===== src/rtl/alu_share_arbiter.sv =====
// ---------------------------------------------------------------------------
// alu_share_arbiter
//   Shares one combinational RV32I ALU between two requesters:
//   req0 is the integer execute pipe and req1 is the branch/address unit.
//   A round-robin arbiter picks one request per cycle. The winner's operands
//   and op code drive the ALU. The ALU result and flags are captured in a
//   one-entry response register. That register is returned on a
//   valid/ready channel, tagged with the requester id and its tag.
//
// Ports
//   clk, rst                    clock, asynchronous active-high reset
//   reqN_valid / reqN_ready     request handshake for requester N (0/1)
//   reqN_op / reqN_a / reqN_b   ALU op code and operands
//   reqN_tag                    opaque tag echoed with the response
//   alu_srca/alu_srcb/alu_op    drive the shared ALU (NOP and zeros when idle)
//   alu_result/zero/lt/ltu      ALU outputs, captured on a transfer
//   rsp_valid / rsp_ready       response handshake
//   rsp_id / rsp_tag            requester id and echoed tag
//   rsp_result/zero/lt/ltu      captured ALU result and flags
//
// Optional feature (macro ALU_ARB_STATS_EN)
//   When the macro is defined, the block adds three saturating 32-bit
//   counters: stat_grant0, stat_grant1 and stat_stall.
// ---------------------------------------------------------------------------
module alu_share_arbiter #(
  parameter int TAG_W = 4
) (
  input  logic             clk,
  input  logic             rst,
  input  logic             req0_valid,
  output logic             req0_ready,
  input  logic [3:0]       req0_op,
  input  logic [31:0]      req0_a,
  input  logic [31:0]      req0_b,
  input  logic [TAG_W-1:0] req0_tag,
  input  logic             req1_valid,
  output logic             req1_ready,
  input  logic [3:0]       req1_op,
  input  logic [31:0]      req1_a,
  input  logic [31:0]      req1_b,
  input  logic [TAG_W-1:0] req1_tag,
  output logic [31:0]      alu_srca,
  output logic [31:0]      alu_srcb,
  output logic [3:0]       alu_op,
  input  logic [31:0]      alu_result,
  input  logic             alu_zero,
  input  logic             alu_lt,
  input  logic             alu_ltu,
  output logic             rsp_valid,
  input  logic             rsp_ready,
  output logic             rsp_id,
  output logic [TAG_W-1:0] rsp_tag,
  output logic [31:0]      rsp_result,
  output logic             rsp_zero,
  output logic             rsp_lt,
  output logic             rsp_ltu
`ifdef ALU_ARB_STATS_EN
  ,
  output logic [31:0]      stat_grant0,
  output logic [31:0]      stat_grant1,
  output logic [31:0]      stat_stall
`endif
);

  localparam logic [3:0] OP_NOP = 4'b1010;

  typedef enum logic {
    EMPTY = 1'b0,
    FULL  = 1'b1
  } state_t;

  state_t     state_r;
  state_t     state_nxt_s;
  logic       last_grant_r;
  logic       can_issue_s;
  logic       grant_valid_s;
  logic       grant_s;
  logic       xfer_s;

`ifdef ALU_ARB_STATS_EN
  // Increment a counter by one, holding at all-ones instead of wrapping.
  function automatic logic [31:0] sat_inc(input logic [31:0] v);
    if (v == 32'hFFFF_FFFF) begin
      return v;
    end else begin
      return v + 32'd1;
    end
  endfunction
`endif

  assign rsp_valid = (state_r == FULL);

  // Arbitration: pick a winner only when the response slot can take a result.
  // During reset nothing can issue, so both readies stay low.
  always_comb begin
    can_issue_s   = 1'b0;
    grant_valid_s = 1'b0;
    grant_s       = 1'b0;
    if (rst) begin
      can_issue_s = 1'b0;
    end else begin
      can_issue_s = !rsp_valid || rsp_ready;
    end
    if (req0_valid && req1_valid) begin
      // On a conflict, the requester that did not win last time wins now.
      grant_valid_s = can_issue_s;
      grant_s       = ~last_grant_r;
    end else if (req0_valid) begin
      grant_valid_s = can_issue_s;
      grant_s       = 1'b0;
    end else if (req1_valid) begin
      grant_valid_s = can_issue_s;
      grant_s       = 1'b1;
    end else begin
      grant_valid_s = 1'b0;
      grant_s       = 1'b0;
    end
  end

  // A grant implies the winner is valid, so a grant is also a transfer.
  assign xfer_s     = grant_valid_s;
  assign req0_ready = grant_valid_s && (grant_s == 1'b0);
  assign req1_ready = grant_valid_s && (grant_s == 1'b1);

  // Steer the winning payload onto the ALU. When no request wins, send NOP with zero operands.
  always_comb begin
    alu_srca = 32'd0;
    alu_srcb = 32'd0;
    alu_op   = OP_NOP;
    if (grant_valid_s && grant_s) begin
      alu_srca = req1_a;
      alu_srcb = req1_b;
      alu_op   = req1_op;
    end else if (grant_valid_s) begin
      alu_srca = req0_a;
      alu_srcb = req0_b;
      alu_op   = req0_op;
    end else begin
      alu_srca = 32'd0;
      alu_srcb = 32'd0;
      alu_op   = OP_NOP;
    end
  end

  // Response-slot state register.
  always_ff @(posedge clk or posedge rst) begin
    if (rst) begin
      state_r <= EMPTY;
    end else begin
      state_r <= state_nxt_s;
    end
  end

  // Next-state logic: a transfer always fills the slot, and a drain without a refill empties it.
  always_comb begin
    state_nxt_s = state_r;
    case (state_r)
      EMPTY: begin
        if (xfer_s) begin
          state_nxt_s = FULL;
        end else begin
          state_nxt_s = EMPTY;
        end
      end
      FULL: begin
        if (xfer_s) begin
          state_nxt_s = FULL;
        end else if (rsp_ready) begin
          state_nxt_s = EMPTY;
        end else begin
          state_nxt_s = FULL;
        end
      end
      default: state_nxt_s = EMPTY;
    endcase
  end

  // Capture the ALU response and remember the winner on every transfer.
  // last_grant resets to 1 so that req0 wins the first conflict.
  always_ff @(posedge clk or posedge rst) begin
    if (rst) begin
      rsp_id       <= 1'b0;
      rsp_tag      <= '0;
      rsp_result   <= 32'd0;
      rsp_zero     <= 1'b0;
      rsp_lt       <= 1'b0;
      rsp_ltu      <= 1'b0;
      last_grant_r <= 1'b1;
    end else if (xfer_s) begin
      rsp_id       <= grant_s;
      rsp_tag      <= grant_s ? req1_tag : req0_tag;
      rsp_result   <= alu_result;
      rsp_zero     <= alu_zero;
      rsp_lt       <= alu_lt;
      rsp_ltu      <= alu_ltu;
      last_grant_r <= grant_s;
    end
  end

`ifdef ALU_ARB_STATS_EN
  // Grant and stall statistics. A cycle counts as one stall even if both requesters stall in it.
  always_ff @(posedge clk or posedge rst) begin
    if (rst) begin
      stat_grant0 <= 32'd0;
      stat_grant1 <= 32'd0;
      stat_stall  <= 32'd0;
    end else begin
      if (req0_valid && req0_ready) begin
        stat_grant0 <= sat_inc(stat_grant0);
      end
      if (req1_valid && req1_ready) begin
        stat_grant1 <= sat_inc(stat_grant1);
      end
      if ((req0_valid && !req0_ready) || (req1_valid && !req1_ready)) begin
        stat_stall <= sat_inc(stat_stall);
      end
    end
  end
`endif

endmodule

===== config.mk =====
export PLATFORM = sky130hd
export DESIGN_NAME = alu_share_arbiter
export DESIGN_NICKNAME = d
export VERILOG_FILES = /design/src/rtl/alu_share_arbiter.sv
export SDC_FILE = /design/constraint.sdc
export NUM_CORES = 1
export LEC_CHECK = 0
export CAP_MARGIN = 5
export CORE_AREA = 2 2 114 116
export DETAILED_ROUTE_END_ITERATION = 10
export DIE_AREA = 0 0 116 118
export GPL_TIMING_DRIVEN = 1
export MAX_ROUTING_LAYER = met4
export PLACE_DENSITY = 0.7
export SETUP_SLACK_MARGIN = 0.4
export SLEW_MARGIN = 20
export SYNTH_ARGS = -nofsm -noshare
export SYNTH_HDL_FRONTEND = slang
export SYNTH_SLANG_ARGS = --single-unit

===== constraint.sdc =====
create_clock -name clk -period 2.2 [get_ports clk]
set_input_delay 0.44 -clock clk [delete_from_list [all_inputs] [get_ports clk]]
set_output_delay 0.44 -clock clk [all_outputs]
set_load 0.05 [all_outputs]

==> results.tsv, run 1 <==
metric	value	unit
status	finished, violations left	
violated checks	setup timing	
Slew headroom	64.8	%
clock slew at reported path FFs	0.06	ns
hold_buf cts	0	
crit-path leading delay family	buffers and inverters	
share of layout cells above drive strength 1	46.3	%
RePlAce Congestion	0.844	
launch point of the worst hold path	rsp_lt	
final-report max-slew violation count	0	
Core Region	12400	um2
global-route wire length before repair	21100	um
clk_skew	0.0103	ns
critical path class	flop to primary output	
Inserted Clock Buffers	5	
Post-Layout Inst Area	7590	um2
Levels on crit path	8	
via count	3124	
Post-Route WL	15000	um
fin crit period	2.33	ns
Area Overhead vs Synth	219	%
cell-by-cell trace of the critical path	nor2b_4, nor4_4, buf_6, buf_12, buf_12, buf_16, a22o_4, buf_12	
CP arrival	1.89	ns
CTS tree	done	
R2R cell count	6	
class of the worst hold path	flop to flop	
critical path required time	1.76	ns
Max Fclk	0.430	GHz
R2R Setup Slk	0.45	ns
top post-synthesis cells by area	dfrtp_1 (43%), a22o_1 (24%), mux2_2 (15%)	
Fillers	954	
post-DP HPWL	11600	um
Placement Cell Area	6820	um2
H-tree Lvls	2	
post-synth top area cell	dfrtp_1	
Rows	41	
initial core utilization	19.2	%
CP startpoint	rsp_valid	
total track usage	21.3	%
drt first pass iters	4	
Clock Tree Buf Depth	2	
syn avg cell area	12.5	um2
register area share after synthesis	44.2	%
Final Setup Violations	69	
grt total ovfl	0	
setup_tns	-6.37	ns
Power Density	557	nW/um2
root buf cell	clkbuf_16	
# nets final	708	
vias in the first global route	3519	
Worst R2R End	rsp_result[29]	
total of max-cap violations	0	
Worst setup EP type	primary output	
synth unique cells	21	
reg2reg start	rsp_valid	
pin count of the biggest net entering global routing	30	
period utilization	106	%
Ports	295	
Leakage Power	3.32	nW
Worst Slack Setup Final	-0.126	ns
post-route ant nets	0	
#FFs+latches synth	42	
Slew @ Worst Pin	0.530	ns
die area	13700	um2
Crit-path slowest cell	dfrtp_2	
kind of start point of the critical path	flop	
Net Count, Synth	374	
Synth Cell Area	2380	um2
CP bufs+invs	5	
TritonCTS Sinks	42	
Ys Warns	0	
IO buf count	294	
drt drc	0	
Critical Path Most Common Cell	buf_12	
WL per Instance	21.5	um
initial DRC count	92	
Post-Synthesis Cells	190	
DIE WIDTH	116	um
worst stage delay on the critical path	0.40	ns
crit path to	alu_srcb[0]	
Vias/cell	4.46	
Yosys top cell area share	43.1	%
worst-path fanout max	6	
initial antenna violation count	3	
Max VDD drop	0.000616	V
clock latency on the worst-skew pair	0.29	ns
RSZ-0062 raised after global routing	true	
final hold violations	0	
die height	118	um
[cell families after synthesis]
family	Yosys count	synth area share [%]
simple gates	7	2.68
flops	42	44.2
buf+inv	26	7.15
compound gates	80	29.4
mux	35	16.6
[Yosys cell counts, drive strengths merged]
library cell / n
inv: 7
o21bai: 2
buf: 18
nor2b: 2
a2bb2oi: 4
o32ai: 4
dfrtp: 41
dfstp: 1
nor3: 2
nor4: 1
nor2: 2
mux2: 35
a21bo: 1
o21ba: 1
a22o: 66
a22oi: 2
clkbuf: 1
[state kept, by name, indices dropped and copies added, names as in the netlist]
name,count
rsp_ltu,1
rsp_zero,1
rsp_lt,1
rsp_valid,1
rsp_id,1
last_grant_r,1
rsp_tag,4
rsp_result,32
[repair_timing]
action | in CTS | in global routing
resized for setup | 93 | 14
cloned | 5 | 4
buffers inserted | 13 | 4
setup endpoints to repair | 147 | 81
pin swaps | 3 | 3
[worst min path at each step]
stage          cells after the start  slack, ns           end
2_1_floorplan                      2       0.46  last_grant_r
3_3_place_gp                       1       0.47      rsp_zero
3_5_place_dp                       1       0.48        rsp_lt
4_1_cts                            1       0.49        rsp_lt
5_1_grt                            1       0.51        rsp_lt
6_report                           1       0.49        rsp_lt
[stage by stage]
| step | power [mW] | util, % | hold slack (ns) | cells | setup slack [ns] |
|---|---|---|---|---|---|
| after detailed placement | 3.43 | 55.0 | 0.483 | 663 | -0.405 |
| after global routing | 4.40 | 61.2 | 0.509 | 700 | -0.196 |
| after floorplan | 2.24 | - | 0.463 | 190 | 0.0161 |
| final | 4.23 | 61.2 | 0.488 | 700 | -0.126 |
| after global placement | 3.41 | 55.0 | 0.471 | 663 | -0.392 |
| after CTS | 4.22 | 59.8 | 0.490 | 689 | -0.187 |
[routing by layer]
metal / global-route usage, % / vias to the layer above / part of all wire, %
met5: - / - / 0
met4: 8.04 / 0 / 2.8
met3: 5.72 / 20 / 7.9
met2: 38.6 / 167 / 55
met1: 21.6 / 1511 / 34
li1: - / 1426 / -
[worst register-to-register path, delay by kind of cell (launching register included)]
kind	cells	cell delay, ns
buf+inv	3	0.49
flops	1	0.40
mux	1	0.37
simple gates	2	0.38
[area by class of cell]
| type | instances | area (um2) | area share [%] |
|---|---|---|---|
| flip-flops and latches | 42 | 1050 | 13.9 |
| well taps | 172 | 215 | 2.83 |
| clock buffers | 5 | 125 | 1.65 |
| repair buffers | 346 | 4350 | 57.3 |
| diodes | 3 | 7.51 | 0.0988 |
| multi-input cells | 122 | 1800 | 23.7 |
| inverters | 7 | 26.3 | 0.346 |
| clock inverters | 3 | 18.8 | 0.247 |
[placed cells by master, fill, tap and decap left out, drive strengths merged]
cell type / synthesis / routed
clkdlybuf4s50: 0 / 179
buf: 18 / 119
a22o: 66 / 66
dlygate4sd2: 0 / 42
dfrtp: 41 / 41
mux2: 35 / 35
clkbuf: 1 / 10
inv: 7 / 7
o32ai: 4 / 4
a2bb2oi: 4 / 4
diode: 0 / 3
clkinv: 0 / 3
nor2b: 2 / 2
nor2: 2 / 2
nor3: 2 / 2
a22oi: 2 / 2
o21bai: 2 / 2
a21bo: 1 / 1
nor4: 1 / 1
o21ba: 1 / 1
clkdlybuf4s15: 0 / 1
dfstp: 1 / 1
[power by group]
| part | switching (mW) | internal (mW) | total, mW | leakage (nW) |
|---|---|---|---|---|
| logic | 1.32 | 1.21 | 2.52 | 2.76 |
| clock network | 0.302 | 0.420 | 0.722 | 0.0740 |
| registers | 0.0739 | 0.913 | 0.987 | 0.485 |
No activity file was read; power rests on OpenSTA's default activity.
==> inputs of run 2 (changes only) <==
Settings changed: CORE_AREA 2 2 114 116 to 2 2 116 118, DIE_AREA 0 0 116 118 to 0 0 118 120, PLACE_DENSITY 0.7 to 0.71.
Clock period 2.2 ns to 1.98 ns, I/O delays scaled along.
==> results.tsv, run 2 (synthesis gave the netlist of run 1 again) <==
metric	value	unit
Leakage Power	3.47	nW
Levels on crit path	8	
root buf cell	clkbuf_16	
crit path to	alu_srca[30]	
die height	120	um
drt first pass iters	4	
global-route wire length before repair	21800	um
R2R Setup Slk	0.04	ns
initial DRC count	124	
CP startpoint	rsp_valid	
max FFs per register	32	
Slew headroom	65.7	%
Placed Cells	673	
Layout Cells excl Fill	721	
share of layout cells above drive strength 1	52.0	%
critical path required time	1.58	ns
period utilization	115	%
status	finished, violations left	
Inserted Clock Buffers	5	
class of the worst hold path	input port to asynchronous set/reset pin	
Worst Slack Setup Final	-0.301	ns
Critical Path Most Common Cell	buf_12	
crit-path leading delay family	buffers and inverters	
kind of start point of the critical path	flop	
initial core utilization	18.3	%
Worst setup EP type	primary output	
most frequent cells in the layout	clkdlybuf4s50_1 (179), buf_12 (85), a22o_4 (63)	
Reg with most FFs	rsp_result	
TritonCTS Sinks	42	
total track usage	20.9	%
cell-by-cell trace of the critical path	nor2b_4, nor4_4, buf_6, buf_12, buf_12, buf_12, a22o_4, buf_12	
hold_buf cts	0	
# nets final	725	
Vias/cell	4.52	
met3 wire length	1260	um
post-route ant nets	0	
vias in the first global route	3596	
WHS	0.355	ns
commonest non-fill, non-tap cell in the layout	clkdlybuf4s50_1	
Regs by FF count	rsp_result (32), rsp_tag (4)	
H-tree Lvls	2	
die area	14200	um2
critical path class	flop to primary output	
Power Density	619	nW/um2
Worst R2R End	rsp_result[14]	
initial antenna violation count	3	
clk_skew	0.00421	ns
RSZ-0062 raised after global routing	true	
reg2reg start	rsp_valid	
worst-path fanout max	8	
Slew @ Worst Pin	0.517	ns
via count	3259	
total of max-cap violations	0	
WL per Instance	21.1	um
grt total ovfl	0	
drt drc	0	
final-report max-slew violation count	0	
M1 wire length	5120	um
Max VDD drop	0.000580	V
CP bufs+invs	5	
Max Fclk	0.438	GHz
Rows	42	
Placement Cell Area	6900	um2
Ports	295	
CTS tree	done	
Area Overhead vs Synth	230	%
setup_tns	-18.11	ns
RePlAce Congestion	0.919	
violated checks	setup timing	
pin count of the biggest net entering global routing	41	
Post-Route WL	15200	um
fin crit period	2.28	ns
worst stage delay on the critical path	0.41	ns
DP Worst Slack	-0.444	ns
R2R cell count	8	
Clock Tree Buf Depth	2	
Final Setup Violations	70	
WL met2	8520	um
Crit-path slowest cell	dfrtp_2	
Core Region	13000	um2
DR top layer	met4	
Post-Layout Inst Area	7850	um2
IO buf count	294	
clock slew at reported path FFs	0.06	ns
final hold violations	0	
clock latency on the worst-skew pair	0.28	ns
DIE WIDTH	118	um
post-DP HPWL	11700	um
CP arrival	1.89	ns
[run 2: changes by cell type in the layout (fill, tap and decap cells not counted), sizes merged]
cell	before	now
buf	119	141
clkbuf	10	22
dlygate4sd2	42	9
inv	7	6
clkdlybuf4s15	1	17
bufbuf	0	1
[run 2: layer usage]
layer	up-vias	track usage (%)
met2	172	38.9
met4	0	5.95
met3	22	6.46
met5	-	-
li1	1468	-
met1	1597	21.1
[run 2: repair_timing]
item	in CTS	in global routing
pin swaps	7	5
gates cloned	8	2
gates resized for setup	101	59
setup endpoints to repair	141	141
buffers inserted	19	8
[run 2: cell type report]
class                           instances  area, um2
Timing Repair Buffer                  363       4540
Tap cell                              176        220
Clock inverter                          2       13.8
Fill cell                             999       5130
Clock buffer                            6        129
Multi-Input combinational cell        122       1870
Antenna cell                            3       7.51
Sequential cell                        42       1050
Inverter                                7       26.3
[run 2: worst min-delay path, stage by stage]
cell and delay [ns]:
dlygate4sd2_1 0.30, buf_4 0.18, clkinv_1 0.10
[run 2: worst min path at each step]
stage / end / slack [ns] / cells after the start
final: rsp_valid / 0.36 / 3
after global routing: rsp_valid / 0.36 / 3
after detailed placement: rsp_result[31] / 0.48 / 1
after floorplan: last_grant_r / 0.46 / 2
after CTS: rsp_valid / 0.35 / 3
after global placement: rsp_result[31] / 0.47 / 1
[run 2: stage by stage]
| stage | total power, mW | utilization [%] |
|---|---|---|
| final | 4.86 | 60.5 |
| after global routing | 5.04 | 60.5 |
| after global placement | 3.82 | 53.1 |
| after detailed placement | 3.86 | 53.1 |
| after CTS | 4.83 | 59.3 |
| after floorplan | 2.49 | - |
[run 2: power breakdown]
group          leakage, nW  internal (mW)  switching, mW  total [mW]
clock network       0.0708          0.467          0.319       0.786
registers            0.485           1.02         0.0967        1.11
logic                 2.91           1.46           1.50        2.96
==> inputs of run 3 (changes only) <==
Settings changed: PLACE_DENSITY 0.71 to 0.67, RECOVER_POWER set to 100.
==> results.tsv, run 3 (synthesis gave the netlist of run 1 again) <==
metric	value	unit
status	finished, violations left	
violated checks	setup timing	
commonest non-fill, non-tap cell in the layout	clkdlybuf4s50_1	
clk_skew	0.00662	ns
Reg with most FFs	rsp_result	
fin util	60.5	%
RePlAce Congestion	0.872	
CP bufs+invs	5	
TritonCTS Sinks	42	
R2R Setup Slk	-0.17	ns
class of the worst hold path	input port to asynchronous set/reset pin	
WL per Instance	21.0	um
critical path class	flop to primary output	
die area	14200	um2
Slew @ Worst Pin	0.986	ns
crit-path leading delay family	buffers and inverters	
final hold violations	0	
Rows	42	
most frequent cells in the layout	clkdlybuf4s50_1 (179), buf_12 (82), a22o_4 (61)	
Vias/cell	4.52	
Max Fclk	0.444	GHz
post-DP HPWL	11300	um
Worst setup EP type	primary output	
RSZ-0062 raised after global routing	true	
share of layout cells above drive strength 1	47.8	%
worst stage delay on the critical path	0.54	ns
Placed Cells	670	
Post-Route WL	15000	um
initial DRC count	101	
total of max-cap violations	0	
Worst R2R End	rsp_result[3]	
initial antenna violation count	1	
Ports	295	
total track usage	21.1	%
worst-path fanout max	6	
period utilization	114	%
die height	120	um
hold_buf cts	0	
Crit-path slowest cell	dfstp_2	
pin count of the biggest net entering global routing	40	
Worst Slack Setup Final	-0.273	ns
Inserted Clock Buffers	5	
Critical Path Most Common Cell	buf_6	
# nets final	721	
via count	3232	
final-report max-slew violation count	0	
H-tree Lvls	2	
Max VDD drop	0.000668	V
Final Setup Violations	94	
critical path required time	1.58	ns
Regs by FF count	rsp_result (32), rsp_tag (4)	
kind of start point of the critical path	flop	
fin crit period	2.25	ns
post-route ant nets	0	
root buf cell	clkbuf_16	
IO buf count	294	
Layout Cells excl Fill	715	
Clock Tree Buf Depth	2	
Power Density	628	nW/um2
grt total ovfl	0	
global-route wire length before repair	22200	um
max FFs per register	32	
clock slew at reported path FFs	0.06	ns
clock latency on the worst-skew pair	0.28	ns
CP arrival	1.86	ns
Slew headroom	34.3	%
R2R cell count	9	
drt drc	0	
cell-by-cell trace of the critical path	buf_6, a21bo_4, nor3_4, buf_6, buf_16, buf_8, a22o_4, buf_12	
Leakage Power	3.42	nW
Core Region	13000	um2
Area Overhead vs Synth	230	%
CTS tree	done	
vias in the first global route	3587	
drt first pass iters	4	
DIE WIDTH	118	um
initial core utilization	18.3	%
reg2reg start	rsp_valid	
[run 3: cell count changes in the layout (fill, tap and decap cells not counted), sizes merged]
cell / delta
clkinv: -2
clkdlybuf4s15: -17
clkbuf: +4
inv: +1
dlygate4sd2: +1
clkdlybuf4s25: +24
bufbuf: -1
diode: -2
buf: -14
[run 3: what timing repair did]
item                                    CTS  global route
setup buffers                            19             6
gates resized for setup                 127            44
pin swaps                                 5             7
endpoints found under the setup margin  147           137
cloned                                    9             2
[run 3: how the worst max path moves through the flow]
stage / end / cells after the start / from
floorplan: alu_srca[25] / 4 / rsp_valid
global placement: alu_srcb[30] / 7 / rsp_ready
detailed placement: alu_srcb[30] / 7 / req1_valid
CTS: alu_srca[9] / 6 / last_grant_r
global route: alu_srca[9] / 7 / last_grant_r
finish: alu_srcb[23] / 8 / last_grant_r
[run 3: worst reg2reg max path: cells and delay by family (launching register included)]
family	cells	cell delay, ns
muxes	1	0.30
buffers and inverters	6	1.04
and+or+nand+nor	2	0.30
DFF	1	0.40
[run 3: per-stage QoR]
step                      instance area, um2  power [mW]  worst slack, ns  hold WS (ns)  TNS (ns)
after detailed placement                6890        3.83           -0.448         0.486    -35.09
after global routing                    7850        5.09           -0.316         0.515    -25.13
after CTS                               7750        4.91           -0.316         0.432    -19.82
after global placement                  6890        3.80           -0.396         0.469    -31.82
after floorplan                         2850        2.49           -0.160         0.461     -6.99
final                                   7850        4.93           -0.273         0.475    -19.44
[run 3: cell type report]
class	count	area, um2
antenna	1	2.50
clock buffer	7	143
clock inverter	1	8.76
fill	1032	5130
inverter	7	26.3
multi-input combinational	122	1890
sequential	42	1050
tap	176	220
timing repair buffer	359	4500
[run 3: power breakdown]
group	internal, mW	total (mW)	switching (mW)
clock	0.507	0.841	0.334
combinational	1.48	2.98	1.50
sequential	1.01	1.11	0.0918
total	3.00	4.93	1.93
[run 3: per-layer routing]
metal	up-vias	wire length, um	global-route usage (%)
li1	1447	-	-
met1	1596	5330	22.5
met2	171	8350	39.5
met3	18	1110	5.37
met4	0	250	4.52
met5	-	0	-
